### config.mk
export PLATFORM = sky130hd
export DESIGN_NAME = adsr_poly
export DESIGN_NICKNAME = d
export VERILOG_FILES = /design/src/rtl/adsr_poly.sv
export SDC_FILE = /design/constraint.sdc
export NUM_CORES = 1
export LEC_CHECK = 0
export ABC_AREA = 1
export CELL_PAD_IN_SITES_DETAIL_PLACEMENT = 1
export CELL_PAD_IN_SITES_GLOBAL_PLACEMENT = 2
export CORE_ASPECT_RATIO = 0.8
export CORE_MARGIN = 2
export CORE_UTILIZATION = 31
export CTS_CLUSTER_SIZE = 20
export DETAILED_ROUTE_END_ITERATION = 8
export HOLD_SLACK_MARGIN = 0.12
export PLACE_DENSITY = 0.81
export SYNTH_ARGS = -nofsm -noshare
export SYNTH_HDL_FRONTEND = slang
export SYNTH_SLANG_ARGS = --single-unit
### constraint.sdc
create_clock -name clk -period 5.26 [get_ports clk]
set_input_delay 0.789 -clock clk [delete_from_list [all_inputs] [get_ports clk]]
set_output_delay 0.789 -clock clk [all_outputs]
set_load 0.02 [all_outputs]
### src/rtl/adsr_poly.sv
// adsr_poly: time-multiplexed ADSR envelope generator. One shared datapath
// services every voice in turn after each sample tick. Per-voice state, level
// and previous gate are held in arrays indexed by the voice number.
//
// out_valid is a one-cycle qualifier for out/out_voice. There is no ready or
// backpressure: a consumer must take the word in the cycle it is valid.
module adsr_poly #(
    parameter int TOTAL_BITS      = 48,
    parameter int FRACTIONAL_BITS = 32,
    parameter int VOICES          = 8,
    localparam int VB             = $clog2(VOICES)
) (
    input  logic                         clk,
    input  logic                         reset,
    input  logic signed [TOTAL_BITS-1:0] a,
    input  logic signed [TOTAL_BITS-1:0] d,
    input  logic signed [TOTAL_BITS-1:0] s,
    input  logic signed [TOTAL_BITS-1:0] r,
    input  logic        [VOICES-1:0]     gate,
    input  logic                         retrigger,
    input  logic                         tick,
    output logic signed [TOTAL_BITS-1:0] out,
    output logic        [VB-1:0]         out_voice,
    output logic                         out_valid,
    output logic        [VOICES-1:0]     active,
    output logic                         busy,
    output logic                         overrun
);

    typedef enum logic [2:0] {
        ST_IDLE,
        ST_ATTACK,
        ST_DECAY,
        ST_SUSTAIN,
        ST_RELEASE
    } voice_state_t;

    // Arithmetic runs one bit wider than the level words so sums never wrap.
    localparam logic signed [TOTAL_BITS:0] ONE_W =
        {{(TOTAL_BITS - FRACTIONAL_BITS){1'b0}}, 1'b1, {FRACTIONAL_BITS{1'b0}}};
    localparam logic signed [TOTAL_BITS:0] ZERO_W = '0;
    localparam logic [VB-1:0] LAST_VOICE = VB'(VOICES - 1);

    voice_state_t                 state_q [VOICES];
    logic signed [TOTAL_BITS-1:0] level_q [VOICES];
    logic [VOICES-1:0]            prev_q;
    logic [VB-1:0]                idx_q;
    logic                         busy_q;
    logic                         overrun_q;
    logic signed [TOTAL_BITS-1:0] out_q;
    logic [VB-1:0]                out_voice_q;
    logic                         out_valid_q;
    logic [VOICES-1:0]            active_q;

    voice_state_t             cur_state, mid_state, next_state;
    logic signed [TOTAL_BITS:0] cur_level, mid_level, next_level;
    logic signed [TOTAL_BITS:0] wa, wd, wr, ws, s_c;
    logic signed [TOTAL_BITS:0] sum_a, diff_d, diff_r;
    logic                     gate_now, prev_now, rise, fall;

    // Next state and level for the voice being serviced this cycle.
    always_comb begin
        wa        = {a[TOTAL_BITS-1], a};
        wd        = {d[TOTAL_BITS-1], d};
        wr        = {r[TOTAL_BITS-1], r};
        ws        = {s[TOTAL_BITS-1], s};
        cur_state = state_q[idx_q];
        cur_level = {level_q[idx_q][TOTAL_BITS-1], level_q[idx_q]};
        gate_now  = gate[idx_q];
        prev_now  = prev_q[idx_q];
        // A voice left idle with its gate already high (e.g. gate held
        // through reset) starts as if the gate had just risen.
        rise      = gate_now && (!prev_now || cur_state == ST_IDLE);
        fall      = !gate_now && prev_now &&
                    (cur_state inside {ST_ATTACK, ST_DECAY, ST_SUSTAIN});

        if (ws < ZERO_W)      s_c = ZERO_W;
        else if (ws > ONE_W)  s_c = ONE_W;
        else                  s_c = ws;

        mid_state = cur_state;
        mid_level = cur_level;
        if (rise) begin
            mid_state = ST_ATTACK;
            if (retrigger) mid_level = ZERO_W;
        end else if (fall) begin
            mid_state = ST_RELEASE;
        end

        sum_a  = mid_level + wa;
        diff_d = mid_level - wd;
        diff_r = mid_level - wr;

        next_state = mid_state;
        next_level = mid_level;
        case (mid_state)
            ST_ATTACK: begin
                if (wa <= ZERO_W || sum_a >= ONE_W) begin
                    next_level = ONE_W;
                    next_state = ST_DECAY;
                end else begin
                    next_level = sum_a;
                end
            end
            ST_DECAY: begin
                if (wd <= ZERO_W || diff_d <= s_c) begin
                    next_level = s_c;
                    next_state = ST_SUSTAIN;
                end else begin
                    next_level = diff_d;
                end
            end
            ST_SUSTAIN: next_level = s_c;
            ST_RELEASE: begin
                if (wr <= ZERO_W || diff_r <= ZERO_W) begin
                    next_level = ZERO_W;
                    next_state = ST_IDLE;
                end else begin
                    next_level = diff_r;
                end
            end
            default: begin
                next_level = ZERO_W;
                next_state = ST_IDLE;
            end
        endcase
    end

    // Sweep sequencing, per-voice state registers and output registers.
    always_ff @(posedge clk) begin
        if (reset) begin
            for (int v = 0; v < VOICES; v++) begin
                state_q[v] <= ST_IDLE;
                level_q[v] <= '0;
            end
            prev_q      <= '0;
            idx_q       <= '0;
            busy_q      <= 1'b0;
            overrun_q   <= 1'b0;
            out_q       <= '0;
            out_voice_q <= '0;
            out_valid_q <= 1'b0;
            active_q    <= '0;
        end else begin
            out_valid_q <= 1'b0;
            if (tick && busy_q) overrun_q <= 1'b1;
            if (!busy_q) begin
                if (tick) begin
                    busy_q <= 1'b1;
                    idx_q  <= '0;
                end
            end else begin
                state_q[idx_q]  <= next_state;
                level_q[idx_q]  <= next_level[TOTAL_BITS-1:0];
                prev_q[idx_q]   <= gate_now;
                active_q[idx_q] <= (next_state != ST_IDLE);
                out_q           <= next_level[TOTAL_BITS-1:0];
                out_voice_q     <= idx_q;
                out_valid_q     <= 1'b1;
                if (idx_q == LAST_VOICE) busy_q <= 1'b0;
                else                     idx_q  <= idx_q + VB'(1);
            end
        end
    end

    assign out       = out_q;
    assign out_voice = out_voice_q;
    assign out_valid = out_valid_q;
    assign active    = active_q;
    assign busy      = busy_q;
    assign overrun   = overrun_q;

endmodule

# Word level (Yosys, flattened, before mapping)

Memories as Yosys holds them, arrays and structs flattened. A register that Yosys moved wholly into a read port is not among the register bits.
Cells that the tools add are included.

Word-level logic and storage cells: 94
Memories kept: 2
Bits of input ports: 204
Register bits after elaboration: 73
Bits in writable memories: 408

Memories:

| name    | depth | bits a word | read ports | clocked after Yosys merged registers in | wr ports | line | text |
|---|---|---|---|---|---|---|---|
| level_q | 8     | 48          | 1          | 1                                       | 8        | 45   | `logic signed [TOTAL_BITS-1:0] level_q [VOICES];` |
| state_q | 8     | 3           | 1          | 1                                       | 8        | 44   | `voice_state_t state_q [VOICES];` |

Equal/unequal tests: 9
Order comparisons: 10
Mux-type cells: 43
Add/sub/neg operators: 4
Reduce and logical (&&, ||, !) cells: 18

Operators by type and width:

| cell                                                                                   | count |
|---|---|
| 49-bit 2-to-1 mux                                                                      | 4 |
| 48-bit 2-to-1 mux                                                                      | 4 |
| 48-bit one-hot mux with 4 select lines                                                 | 1 |
| 48-bit by 1-bit less-or-equal comparator with 1-bit output (second input constant)     | 3 |
| 49-bit by 48-bit subtractor with 49-bit output                                         | 2 |
| 49-bit by 48-bit adder with 49-bit output                                              | 1 |
| 49-bit by 34-bit greater-or-equal comparator with 1-bit output (second input constant) | 1 |
| 49-bit by 1-bit less-or-equal comparator with 1-bit output (second input constant)     | 1 |
| 49-bit less-or-equal comparator                                                        | 1 |
| 48-bit by 34-bit > comparator with 1-bit output (second input constant)                | 1 |
| 48-bit by 1-bit less-than comparator with 1-bit output (second input constant)         | 1 |
| 48-bit OR reduction                                                                    | 1 |
| 3-bit 2-to-1 mux                                                                       | 15 |
| 8-bit bitwise mux                                                                      | 2 |
| 1-bit 2-to-1 mux                                                                       | 13 |
| 3-bit by 2-bit equality test with 1-bit output (second input constant)                 | 4 |
| 3-bit one-hot mux with 4 select lines                                                  | 1 |
| 1-bit binary-select mux with 3-bit select                                              | 2 |
| 3-bit by 1-bit equality test with 1-bit output (second input constant)                 | 2 |
| 3-bit equality test (second input constant)                                            | 2 |
| 3-bit nonzero test                                                                     | 2 |
| 1-bit logical AND                                                                      | 5 |
| 1-bit logical OR                                                                       | 4 |
| 3-bit by 4-bit less-than comparator with 1-bit output (second input constant)          | 1 |
| 9 further kinds                                                                        | 10 |

# Depth between registers and ports, before layout

Word-level depth: 13
Gate-level depth with buffers: 50

# Worst setup path before layout

Ideal clock, no wire load.

Path kind: register -> register
From: reg with a tool-made name
To: mem level_q[6][19] (data pin)
Arrival: 5394 ps
Cell stages (with the launch flop): 46
Library setup time: 266 ps
Required time: 4994 ps
Setup slack: -400 ps
Cells stage by stage: dfxtp_1 -> inv_2 -> buf_6 -> o21ai_1 -> o22ai_1 -> nand2_1 -> o21a_1 -> nand2_1 -> o21ai_1 -> nand2_2 -> inv_2 -> nand2_1 -> clkbuf_1 -> nand2_1 -> ha_1 -> inv_1 -> fa_1 -> nand3_1 -> [... 10 more ...] -> nand3_1 -> nor2_1 -> nand3b_1 -> nand3_1 -> nand2_1 -> nand2_1 -> nand2_1 -> nand2_1 -> nand2_1 -> nand2_1 -> nand2_1 -> nand2_2 -> buf_2 -> nand3_1 -> nand3_1 -> nand2_1 -> nor2_2 -> nor2_1

RTL lines:

| item             | line |
|---|---|
| end: declaration | 45 |

==> impl_metrics.env <==
export IMPL_status="finished with violations"
export IMPL_violations="setup timing"
export IMPL_drv_cap=0
export IMPL_fin_ws_ps=-1826
export IMPL_critPathTopFamily="buffers and inverters"
export IMPL_io_pins=266
export IMPL_syn_area_per_cell_um2=6.804
export IMPL_grt_max_degree=59
export IMPL_p_per_area_nw_per_um2=318.5
export IMPL_drtPass1Iterations=5
export IMPL_cts_buffers=45
export IMPL_htree_levels=2
export IMPL_final_nets=7149
export IMPL_final_common_cell="nand2_1"
export IMPL_arrival_ps=7440
export IMPL_path_class="flip-flop to flip-flop"
export IMPL_io_buffer_count=265
export IMPL_ys_warn_count=0
export IMPL_layout_min_cycle_time_ps=7086
export IMPL_max_freq_mhz=141.1
export IMPL_cp_endpoint="level_q[1][5]$_SDFFCE_PN0P_"
export IMPL_clock_latency_ps=600
export IMPL_synth_simple_area_share=0.3753
export IMPL_synthMuxAreaShare=0
export IMPL_ys_flop_type="edfxtp_1"
export IMPL_grt_overflow=0
export IMPL_drc_errors=0
export IMPL_rsz0062_at_grt="true"
export IMPL_synth_compound_area_share=0.06317
export IMPL_worst_slew_pin_transition_ps=1299
export IMPL_synth_top_family_by_area="simple AND/OR/NAND/NOR gates"
export IMPL_synthAdderAreaFrac=0.06618
export IMPL_worstReg2RegEnd="level_q[1][5]$_SDFFCE_PN0P_"
export IMPL_grt_pass1_vias=43670
export IMPL_hp_class="flip-flop to flip-flop"
export IMPL_worst_hold_startpoint="active[7]$_SDFFE_PP0P_"
export IMPL_syn2layout_area_growth_pct=42.22
export IMPL_gp_congestion=1.017
export IMPL_finalSetupViolCount=464
export IMPL_ys_ff_latch=484
export IMPL_grt_antenna_before_repair=9
export IMPL_clk_pin_slew_ps=80
export IMPL_clock_sinks=484
export IMPL_yosys_area_share_xor_xnor=0.01991
export IMPL_end_kind="flip-flop"
export IMPL_layoutNonFillerInstCount=8398
export IMPL_ant_nets=0
export IMPL_reg2reg_depth=43
export IMPL_hold_viol_final=0
export IMPL_avgViaCountPerCell=5.205
export IMPL_dp_hpwl_um=156500
export IMPL_crit_cells=43
export IMPL_worst_path_max_fanout=34
export IMPL_grt_first_pass_wirelength_um=292600
export IMPL_cts_hold_buf=0
export IMPL_startpoint_type="flip-flop"
export IMPL_cp_slowest_cell="dfxtp_4"
export IMPL_root_buffer="clkbuf_16"
export IMPL_pre_cts_slack_ps=-2349
export IMPL_drtIter0Drc=4200
export IMPL_post_route_period_util=1.347
export IMPL_tritoncts="built"
export IMPL_required_ps=5620
export IMPL_vias=43710
export IMPL_wl_per_cell_um=24.58
export IMPL_seq_area_um2=13790
export IMPL_initial_utilization=0.3137
export IMPL_multiInputGateArea_um2=21070
export IMPL_drt_wl_total_um=206400
export IMPL_finClkSkew_ps=28.34
export IMPL_core_um2=119200
export IMPL_clk_path_buf_depth=3
export IMPL_die_area_um2=123400
export IMPL_synth_edf_count=408
export IMPL_post_synth_num_cell_types=54
export IMPL_layout_common_cells="nand2_1 (1,653), buf_4 (1,040), inv_1 (787)"
export IMPL_drive_above_1_share=0.2235
export IMPL_yosysSeqAreaShare=0.3683
export IMPL_syn_cell_area_um2=37390
export IMPL_placed_cells=8182
export IMPL_netlist_instances=5496
export IMPL_r2r_slack_ps=-1830
export IMPL_slew_violations=0
export IMPL_cpMostUsedCell="buf_4"
export IMPL_async_flop_share=0
export IMPL_peakVddDrop_v=0.0002079
export IMPL_cp_num_buf_inv=30
export IMPL_die_width_um=392.3
export IMPL_leakage_uw=0.02629
export IMPL_relSlewSlack=0.1343
export IMPL_slowest_delay_ps=460
export IMPL_dieHeight_um=314.7
export IMPL_grtUsageTotal=0.3237
export IMPL_fill_cells=14900
export IMPL_rows=113
[how the worst min path moves through the flow]
| stage | cells past startpoint | slack [ps] | end |
|---|---|---|---|
| floorplan | 2 | 450 | prev_q[2]$_SDFFE_PP0P_ |
| global placement | 2 | 460 | overrun$_SDFFE_PP0P_ |
| detailed placement | 2 | 470 | active[7]$_SDFFE_PP0P_ |
| CTS | 2 | 490 | active[7]$_SDFFE_PP0P_ |
| global route | 2 | 510 | active[7]$_SDFFE_PP0P_ |
| finish | 2 | 480 | active[7]$_SDFFE_PP0P_ |
[state kept, by name (all words and copies together), names as in the netlist, named ones only]
register	flops
level_q	384
out	48
state_q	24
active	8
prev_q	8
idx_q	3
out_voice	3
busy	1
out_valid	1
overrun	1
[cell usage after synthesis, types with 14 or more instances]
| cell type | count | area, um2 |
|---|---|---|
| nor3_1 | 30 | 150.1 |
| nand3_2 | 19 | 190.2 |
| nand2_1 | 1732 | 6501 |
| xor2_1 | 57 | 499.2 |
| buf_1 | 16 | 60.06 |
| nor2_1 | 654 | 2455 |
| clkbuf_1 | 145 | 544.3 |
| nand3b_1 | 22 | 165.2 |
| buf_2 | 18 | 90.09 |
| nor2_4 | 32 | 360.4 |
| o21ai_0 | 131 | 655.6 |
| ha_1 | 193 | 2415 |
| a31oi_1 | 14 | 87.58 |
| nand3_1 | 572 | 2863 |
| nand4_1 | 133 | 832.1 |
| xnor2_1 | 28 | 245.2 |
| o21bai_1 | 14 | 105.1 |
| nor4_1 | 43 | 269.0 |
| edfxtp_1 | 408 | 12250 |
| dfxtp_1 | 76 | 1521 |
| inv_1 | 807 | 3029 |
| a21oi_1 | 217 | 1086 |
[through the flow]
step | utilization | setup TNS, ps | hold WS (ps) | instance area, um2 | total power, uW
global route | 0.4462 | -807040 | 512.9 | 53180 | 17600
CTS | 0.4426 | -469380 | 485.2 | 52750 | 16560
detailed placement | 0.4129 | -1018940 | 469.2 | 49210 | 12410
floorplan | - | -2358 | 453.2 | 37540 | 7860
global placement | 0.4129 | -964520 | 462.4 | 49210 | 12280
finish | 0.4462 | -751620 | 479.0 | 53180 | 16940
[layer usage]
layer | global-route usage | wire length [um] | vias to the layer above
li1 | - | - | 20230
met1 | 0.4710 | 93730 | 21430
met4 | 0.09143 | 7052 | 4
met3 | 0.03796 | 16070 | 286
met2 | 0.5033 | 89550 | 1761
met5 | 0 | 24 | -
[where the power goes]
part	switching [uW]	total, uW	internal [uW]
logic	5290	9020	3730
clock network	1580	3520	1940
registers	83.7	4400	4320
total	6950	16900	9990
[logic make-up after synthesis]
logic type / after synthesis
buffers and inverters: 1024
other: 1
AOI/OAI and AO/OA: 435
and+or+nand+nor: 3271
xor gates and xnor gates: 85
DFF: 484
adders and majority gates: 196
[worst min-delay path, delay by kind of cell (launching register included)]
kind / cells / cell delay [ps]
DFF: 1 / 310
and+or+nand+nor: 2 / 120
[final cells by class]
class                   instances  area share
diodes                          2  0.00009411
flip-flops and latches        484      0.2593
inverters                     821     0.05870
repair buffers               1377      0.2189
well taps                    1610     0.03788
clock inverters                20    0.004376
multi-input cells            4020      0.3962
clock buffers                  64     0.02459
[what timing repair did]
| item | CTS | global route |
|---|---|---|
| resized for setup | 255 | 65 |
| endpoints found under the setup margin | 464 | 464 |
| buffers inserted | 91 | 15 |
| gates cloned | 21 | 4 |
| pin swaps | 79 | 45 |
No activity file was read; power rests on OpenSTA's default activity.
